<file path="src/rtl/uart_tx_if.sv">
// Byte handshake plus serial line and status for the UART transmitter.
// The driver asserts tx_valid until tx_ready accepts; status signals come from the transmitter.
interface uart_tx_if;
  logic       tx_valid;
  logic [7:0] tx_data;
  logic       tx_ready;
  logic       tx;
  logic       busy;
  logic       done;

  modport master (
    output tx_valid, tx_data,
    input  tx_ready, tx, busy, done
  );

  modport slave (
    input  tx_valid, tx_data,
    output tx_ready, tx, busy, done
  );
endinterface

</file>
<file path="src/rtl/uart_tx.sv">
// UART frame serialiser (start, 8 data LSB first, optional parity, stop), two clk_2br cycles per bit.
// tx falls the cycle after accept; tx_ready is low for the whole frame, and requests are held off, not queued.
module uart_tx #(
  parameter bit PARITY_EN  = 1'b1,
  parameter bit PARITY_ODD = 1'b0
) (
  input  logic     clk_2br,
  input  logic     reset,
  uart_tx_if.slave bus
);

  typedef enum logic [2:0] {
    IDLE   = 3'd0,
    START  = 3'd1,
    DATA   = 3'd2,
    PARITY = 3'd3,
    STOP   = 3'd4
  } state_t;

  state_t     state_q, state_d;
  logic       phase_q, phase_d;
  logic [2:0] bit_idx_q, bit_idx_d;
  logic [7:0] hold_q, hold_d;
  logic       tx_q, tx_d;
  logic       done_q, done_d;
  logic       accept;
  logic       par_d;

  assign accept = bus.tx_valid && (state_q == IDLE);

  always_ff @(posedge clk_2br or posedge reset) begin
    if (reset) begin
      state_q   <= IDLE;
      phase_q   <= 1'b0;
      bit_idx_q <= 3'd0;
      hold_q    <= 8'd0;
      tx_q      <= 1'b1;
      done_q    <= 1'b0;
    end else begin
      state_q   <= state_d;
      phase_q   <= phase_d;
      bit_idx_q <= bit_idx_d;
      hold_q    <= hold_d;
      tx_q      <= tx_d;
      done_q    <= done_d;
    end
  end

  always_comb begin
    state_d   = state_q;
    phase_d   = phase_q;
    bit_idx_d = bit_idx_q;
    hold_d    = hold_q;
    case (state_q)
      IDLE: begin
        phase_d   = 1'b0;
        bit_idx_d = 3'd0;
        if (accept) begin
          hold_d  = bus.tx_data;
          state_d = START;
        end
      end
      START: begin
        phase_d = ~phase_q;
        if (phase_q) begin
          state_d   = DATA;
          bit_idx_d = 3'd0;
        end
      end
      DATA: begin
        phase_d = ~phase_q;
        if (phase_q) begin
          bit_idx_d = bit_idx_q + 3'd1;
          if (bit_idx_q == 3'd7) begin
            state_d = PARITY_EN ? PARITY : STOP;
          end
        end
      end
      PARITY: begin
        phase_d = ~phase_q;
        if (phase_q) begin
          state_d = STOP;
        end
      end
      STOP: begin
        phase_d = ~phase_q;
        if (phase_q) begin
          state_d = IDLE;
        end
      end
      default: begin
        state_d   = IDLE;
        phase_d   = 1'b0;
        bit_idx_d = 3'd0;
      end
    endcase
  end

  // tx is decoded from the next state so the line level is registered and changes on the same edge as the state.
  always_comb begin
    par_d  = (^hold_d) ^ PARITY_ODD;
    tx_d   = 1'b1;
    done_d = (state_q == STOP) && phase_q;
    case (state_d)
      IDLE:    tx_d = 1'b1;
      START:   tx_d = 1'b0;
      DATA:    tx_d = hold_d[bit_idx_d];
      PARITY:  tx_d = par_d;
      STOP:    tx_d = 1'b1;
      default: tx_d = 1'b1;
    endcase
  end

  assign bus.tx       = tx_q;
  assign bus.done     = done_q;
  assign bus.tx_ready = (state_q == IDLE);
  assign bus.busy     = (state_q != IDLE);

endmodule

</file>
<file path="src/flat_wrapper.sv">
// flat-port wrapper written by rule: the top's interface ports become plain ports
module uart_tx_flat 
#(
  parameter bit PARITY_EN  = 1'b1,
  parameter bit PARITY_ODD = 1'b0
)
  (clk_2br, reset, bus_tx_valid, bus_tx_data, bus_tx_ready, bus_tx, bus_busy, bus_done);
  uart_tx_if bus_i ();
  input  logic clk_2br;
  input  logic reset;
  input wire logic [$bits(bus_i.tx_valid)-1:0] bus_tx_valid;
  input wire logic [$bits(bus_i.tx_data)-1:0] bus_tx_data;
  output wire logic [$bits(bus_i.tx_ready)-1:0] bus_tx_ready;
  output wire logic [$bits(bus_i.tx)-1:0] bus_tx;
  output wire logic [$bits(bus_i.busy)-1:0] bus_busy;
  output wire logic [$bits(bus_i.done)-1:0] bus_done;
  assign bus_i.tx_valid = bus_tx_valid;
  assign bus_i.tx_data = bus_tx_data;
  assign bus_tx_ready = bus_i.tx_ready;
  assign bus_tx = bus_i.tx;
  assign bus_busy = bus_i.busy;
  assign bus_done = bus_i.done;
  uart_tx #(.PARITY_EN(PARITY_EN), .PARITY_ODD(PARITY_ODD)) u_core (.clk_2br(clk_2br), .reset(reset), .bus(bus_i));
endmodule
</file>
<file path="config.mk">
export PLATFORM = sky130hd
export DESIGN_NAME = uart_tx_flat
export DESIGN_NICKNAME = d
export VERILOG_FILES = /design/src/rtl/uart_tx_if.sv /design/src/rtl/uart_tx.sv /design/src/flat_wrapper.sv
export SDC_FILE = /design/constraint.sdc
export NUM_CORES = 1
export LEC_CHECK = 0
export CORE_MARGIN = 2
export CORE_UTILIZATION = 51
export DETAILED_ROUTE_END_ITERATION = 12
export PLACE_DENSITY = 0.75
export SYNTH_ARGS = -nofsm -noshare
export SYNTH_HDL_FRONTEND = slang
export SYNTH_SLANG_ARGS = --single-unit
</file>
<file path="constraint.sdc">
create_clock -name clk_2br -period 2.65 [get_ports clk_2br]
set_input_delay 0.265 -clock clk_2br [delete_from_list [all_inputs] [get_ports clk_2br]]
set_output_delay 0.265 -clock clk_2br [all_outputs]
set_load 0.1 [all_outputs]
</file>
==> Word-level counts from Yosys, hierarchy flattened <==
Cells that the tools add are included.
{ "classes": {"add_sub_neg": 1, "order_cmp": 1, "n_eq_ne": 8, "muxes": 16, "bitwise_logic": 1, "reduce_logical": 7} }
{ "ops": {"columns": ["op", "n"], "rows": [
  ["$mux W3", 8],
  ["$mux W8", 2],
  ["$pmux W3 S5", 1],
  ["$eq A3 B2 Y1 const B", 4],
  ["$pmux W3 S3", 1],
  ["$reduce_xor A8 Y1", 1],
  ["$eq A3 B1 Y1 const B", 2],
  ["$eq A3 B3 Y1 const B", 2],
  ["$lt A3 B4 Y1 const B", 1],
  ["$reduce_or A4 Y1", 1],
  ["$add A3 B1 Y3 const B", 1],
  ["$bmux W1 S3", 1],
  ["$logic_not A3 Y1", 1],
  ["$pmux W1 S3", 1],
  ["$reduce_bool A3 Y1", 1],
  ["$logic_and A1 B1 Y1", 2],
  ["$mux W1", 2],
  ["$reduce_or A2 Y1", 1],
  ["$not A1 Y1", 1]
]} }
{ "word_totals": {"regBits": 17, "in_bits": 11, "output_inout_bits": 4, "elab_cells": 40} }

==> Depth between registers and ports, before layout <==
{ "depth": {"depth_word": 7, "depth_mapped": 8} }

==> Worst setup path after synthesis <==
No wires, ideal clock.
{ "synth_path": {"path_type": "register -> register", "startpoint": "register u_core.state_q[0]", "endpoint": "register u_core.phase_q", "setup_time_ns": 0.124, "arrival_time_ns": 3.141, "path_slack_ns": -0.615, "stages_incl_launch_ff": 5, "path_buffers": 1, "synth_period_minus_slack_ns": 3.265, "cell_sequence": "dfrtp_1 > buf_2 > nor3_2 > inv_1 > and3_1"} }
{ "synth_between": {"elab_chain_cells": 3, "elab_cells_between_ends": 6, "classes_between": "eq/ne (4); mux (1); reduce/logical (1)"} }
{ "synth_lines": {"columns": ["element", "line", "rtl"], "rows": [
  ["from (decl)", "uart_tx.sv:20", "state_t state_q, state_d;"],
  ["from (signal assigned)", "uart_tx.sv:40", "state_q <= state_d;"],
  ["$eq A3 B1 Y1, or another cell as far along", "uart_tx.sv:54", "case (state_q)"],
  ["$reduce_or A4 Y1 (no line) (*)", null, null],
  ["$mux W1 (*)", null, null],
  ["via u_core.phase_d", "uart_tx.sv:21", "logic phase_q, phase_d;"],
  ["to (signal assigned)", "uart_tx.sv:41", "phase_q <= phase_d;"],
  ["to (decl)", "uart_tx.sv:21", null]
]} }
The timed path passes the listed nets; every way through them passes the cells marked *.

==> Worst setup path after layout <==
{ "layout_path": {"startpoint": "register u_core.phase_q", "endpoint": "register u_core.tx_q, in the netlist u_core.bus.tx"} }
{ "layout_between": {"elab_chain_cells": 5, "elab_cells_between_ends": 14, "classes_between": "eq/ne (3); mux (11)"} }
{ "layout_lines": {"columns": ["element", "line", "rtl"], "rows": [
  ["$mux W3, on equally long branches", "uart_tx.sv:72, uart_tx.sv:65", null],
  ["$pmux W3 S3 (*)", "uart_tx.sv:54", null],
  ["via u_core.bit_idx_d[0]", "uart_tx.sv:22", "logic [2:0] bit_idx_q, bit_idx_d;"],
  ["$bmux W1 S3 (*)", "uart_tx.sv:107", "DATA: tx_d = hold_d[bit_idx_d];"],
  ["$mux W1 (not written as such) (*)", "uart_tx.sv:107", null],
  ["$pmux W1 S3 (*)", "uart_tx.sv:104", "case (state_d)"],
  ["via u_core.tx_d", "uart_tx.sv:24", "logic tx_q, tx_d;"],
  ["to (signal assigned)", "uart_tx.sv:44", "tx_q <= tx_d;"],
  ["to (decl)", "uart_tx.sv:24", null]
]} }
The timed path passes the listed nets; every way through them passes the cells marked *. The select of a mux whose other input is x is not followed.

==> flow_metrics.env <==
export IMPL_status="finished, final reports clean"
export IMPL_die_w_um=50.1
export IMPL_synth_largest_area_cell="dfrtp_1"
export IMPL_grtUsageTotal_pct=18.5
export IMPL_port_buffers=14
export IMPL_dr_pass1_iters=4
export IMPL_rsz0062_at_grt="no"
export IMPL_numClockSinks=17
export IMPL_timing_rr_start="u_core.phase_q"
export IMPL_cp_max_fo=6
export IMPL_slew_headroom_pct=57.9
export IMPL_start_util_pct=54.7
export IMPL_grt_first_pass_wirelength_um=3530
export IMPL_reg2reg_depth=8
export IMPL_maxSlewViolCount=0
export IMPL_drtIter0Drc=6
export IMPL_end_kind="flop"
export IMPL_crit_path_start_kind="flop"
export IMPL_core_um2=1980
export IMPL_row_count=16
export IMPL_setup_viol=0
export IMPL_critPathKind="reg2reg"
export IMPL_cts_max_level=1
export IMPL_pwr_density_cell_nw_per_um2=1350
export IMPL_route_detailed_drc=0
export IMPL_fp_dieArea_um2=2510
export IMPL_yosysWarnings=0
export IMPL_drive_above_1_share_pct=14.5
export IMPL_worst_path_buf_inv=1
export IMPL_slowest_stage="dfrtp_1"
export IMPL_startpoint="u_core.phase_q"
export IMPL_tightestPinTransition_ps=631
export IMPL_path_clk_slew_ps=90
export IMPL_synth_top_cell_area_share_pct=37.0
export IMPL_layout_common_cells="dfrtp_1 (16), xnor2_1 (15), clkdlybuf4s50_1 (10), mux2_1 (7), nand2_1 (6)"
export IMPL_io_pins=15
export IMPL_seq_area_frac_synth_pct=39.4
export IMPL_fin_crit_ps=2040
export IMPL_worstSkewPairLatency_ps=280
export IMPL_grt_max_degree=18
export IMPL_post_cts_buffers=0
export IMPL_finalNetCount=132
export IMPL_critPathArrivalTime_ps=2250
export IMPL_routedWlPerCell_um=13.6
export IMPL_max_freq_mhz=491
export IMPL_antenna_found_initial=0
export IMPL_fin_skew_ps=2.92
export IMPL_irDropWorstVdd_mv=0.641
export IMPL_cts_buffers=3
export IMPL_cp_data_required_time_ps=2860
export IMPL_nFillCells=157
export IMPL_syn2layout_area_growth_pct=15.6
export IMPL_avgSynthCellArea_um2=10.5
export IMPL_final_common_cell="dfrtp_1"
export IMPL_hold_buffers=0
export IMPL_hold_viol_final=0
export IMPL_path_cells="inv_2 -> ha_1 -> nor2b_1 -> o31a_1 -> o21ai_4 -> mux2i_1 -> a22o_1 -> o211ai_2"
export IMPL_gp_congestion=0.823
export IMPL_routed_via_count=793
export IMPL_leakage_nw=0.509
export IMPL_cts_tree="built"
export IMPL_min_path_type="in2async"
export IMPL_die_h_um=50.1
export IMPL_multi_input_area_um2=609
export IMPL_drt_total_wl_um=1960
export IMPL_cp_top_family="compound AO/OA/AOI/OAI gates"
export IMPL_ant_nets=0
export IMPL_routed_via_density=5.51
export IMPL_clk_path_buf_depth=2
export IMPL_crit_end="u_core.bus.tx"
export IMPL_hpwlAfterDp_um=1560
export IMPL_seq_area_um2=427
export IMPL_cts_root_buffer="clkbuf_4"
export IMPL_grt_pass1_vias=799
export IMPL_netlist_instances=103
export IMPL_dp_worst_setup_slack_ps=642
export IMPL_fin_crit_sh_pct=76.9
export IMPL_insertedDiodeCount=0
export IMPL_synth_area_um2=1080
export IMPL_setup_ws_ps=611
export IMPL_cts_resized=0
export IMPL_gr_total_overflow=0
export IMPL_synth_distinct_cells=40
export IMPL_maxCapViolCount=0
export IMPL_regToRegEndpoint="u_core.bus.tx"
export IMPL_cp_depth=8
export IMPL_ys_seq_elements=17
export IMPL_synth_area_leaders="dfrtp_1 (37%), xnor2_1 (12%), mux2_1 (7.3%)"
export IMPL_holdWs_ps=351
export IMPL_regToRegSetupSlack_ps=610
export IMPL_fin_tns_setup_ps=0
export IMPL_syn_num_nets=117
export IMPL_max_stage_delay_ps=460
-- routing by layer --
layer | global-route usage [%] | vias to the layer above | share of wire, % | routed length [um]
li1 | - | 390 | - | -
met1 | 24.4 | 376 | 46 | 902
met2 | 30.3 | 25 | 49 | 964
met3 | 5.45 | 2 | 4.2 | 83
met4 | 3.24 | 0 | 0.66 | 13
met5 | 0 | - | 0 | 0
-- cells in the mapped netlist (all sizes together) --
cell type and instances:
nor2b 2, a31o 1, mux2 7, o21ai 6, o31a 1, nor2 5, dfrtp 16, nor4 1
nand2b 1, nor3b 2, a21oi 3, maj3 1, a21o 1, buf 4, ha 3, mux2i 3
xnor2 15, nand3b 1, and2 3, and3 1, a32o 1, nand3 1, nand4bb 1, nand4b 2
or2 1, inv 6, o2bb2ai 1, nor3 1, dfstp 1, a22o 2, nand2 6, o211ai 3
-- per-stage QoR --
step | power (mW) | instances | util (%) | area, um^2
global placement | 1.55 | 140 | 61.8 | 1220
CTS | 1.71 | 144 | 63.2 | 1250
floorplan | 1.40 | 103 | - | 1090
finish | 1.70 | 144 | 63.2 | 1250
detailed placement | 1.58 | 140 | 61.8 | 1220
global route | 1.83 | 144 | 63.2 | 1250
-- final cells by class --
class	instances	area share [%]
Tap cell	27	2.70
Clock inverter	1	0.400
Inverter	6	2.00
Clock buffer	3	1.80
Timing Repair Buffer	14	10.4
Sequential cell	17	34.1
Multi-Input combinational cell	76	48.7
-- sequential cells by signal, indices dropped and copies added (netlist names) --
name              flops
u_core.state_q        3
u_core.bus.tx         1
u_core.bus.done       1
u_core.phase_q        1
u_core.bit_idx_q      3
u_core.hold_q         8
-- worst register-to-register path, stage by stage (launching register included) --
cell and delay [ps]:
dfrtp_1 460, inv_2 100, ha_1 270, nor2b_1 140, o31a_1 300, o21ai_4 200, mux2i_1 110, a22o_1 240
o211ai_2 140
-- how the worst min path moves through the flow --
stage                     depth (start not counted)                  end              from  slack, ps
after detailed placement                          1     u_core.hold_q[0]  u_core.hold_q[0]        530
final                                             2     u_core.hold_q[2]             reset        350
after global routing                              2       u_core.phase_q             reset        400
after global placement                            1     u_core.hold_q[0]  u_core.hold_q[0]        520
after floorplan                                   1  u_core.bit_idx_q[0]             reset        190
after CTS                                         2     u_core.hold_q[2]             reset        370
-- power by group --
part	leakage, nW	internal, mW	switching (mW)	total [mW]
clock	0.0177	0.0560	0.0758	0.132
combinational	0.281	0.443	0.578	1.02
sequential	0.211	0.374	0.169	0.543
-- cell families (layout without fill, tap and decap cells) --
group / Yosys count / after routing / share of synthesized area (%)
compound gates: 19 / 19 / 13.4
buf+inv: 10 / 24 / 4.97
fa+ha+maj: 4 / 4 / 4.50
flops: 17 / 17 / 39.4
simple gates: 28 / 28 / 15.6
xor+xnor: 15 / 15 / 12.1
mux: 10 / 10 / 10.0
Power figures use the tool's default switching activity.
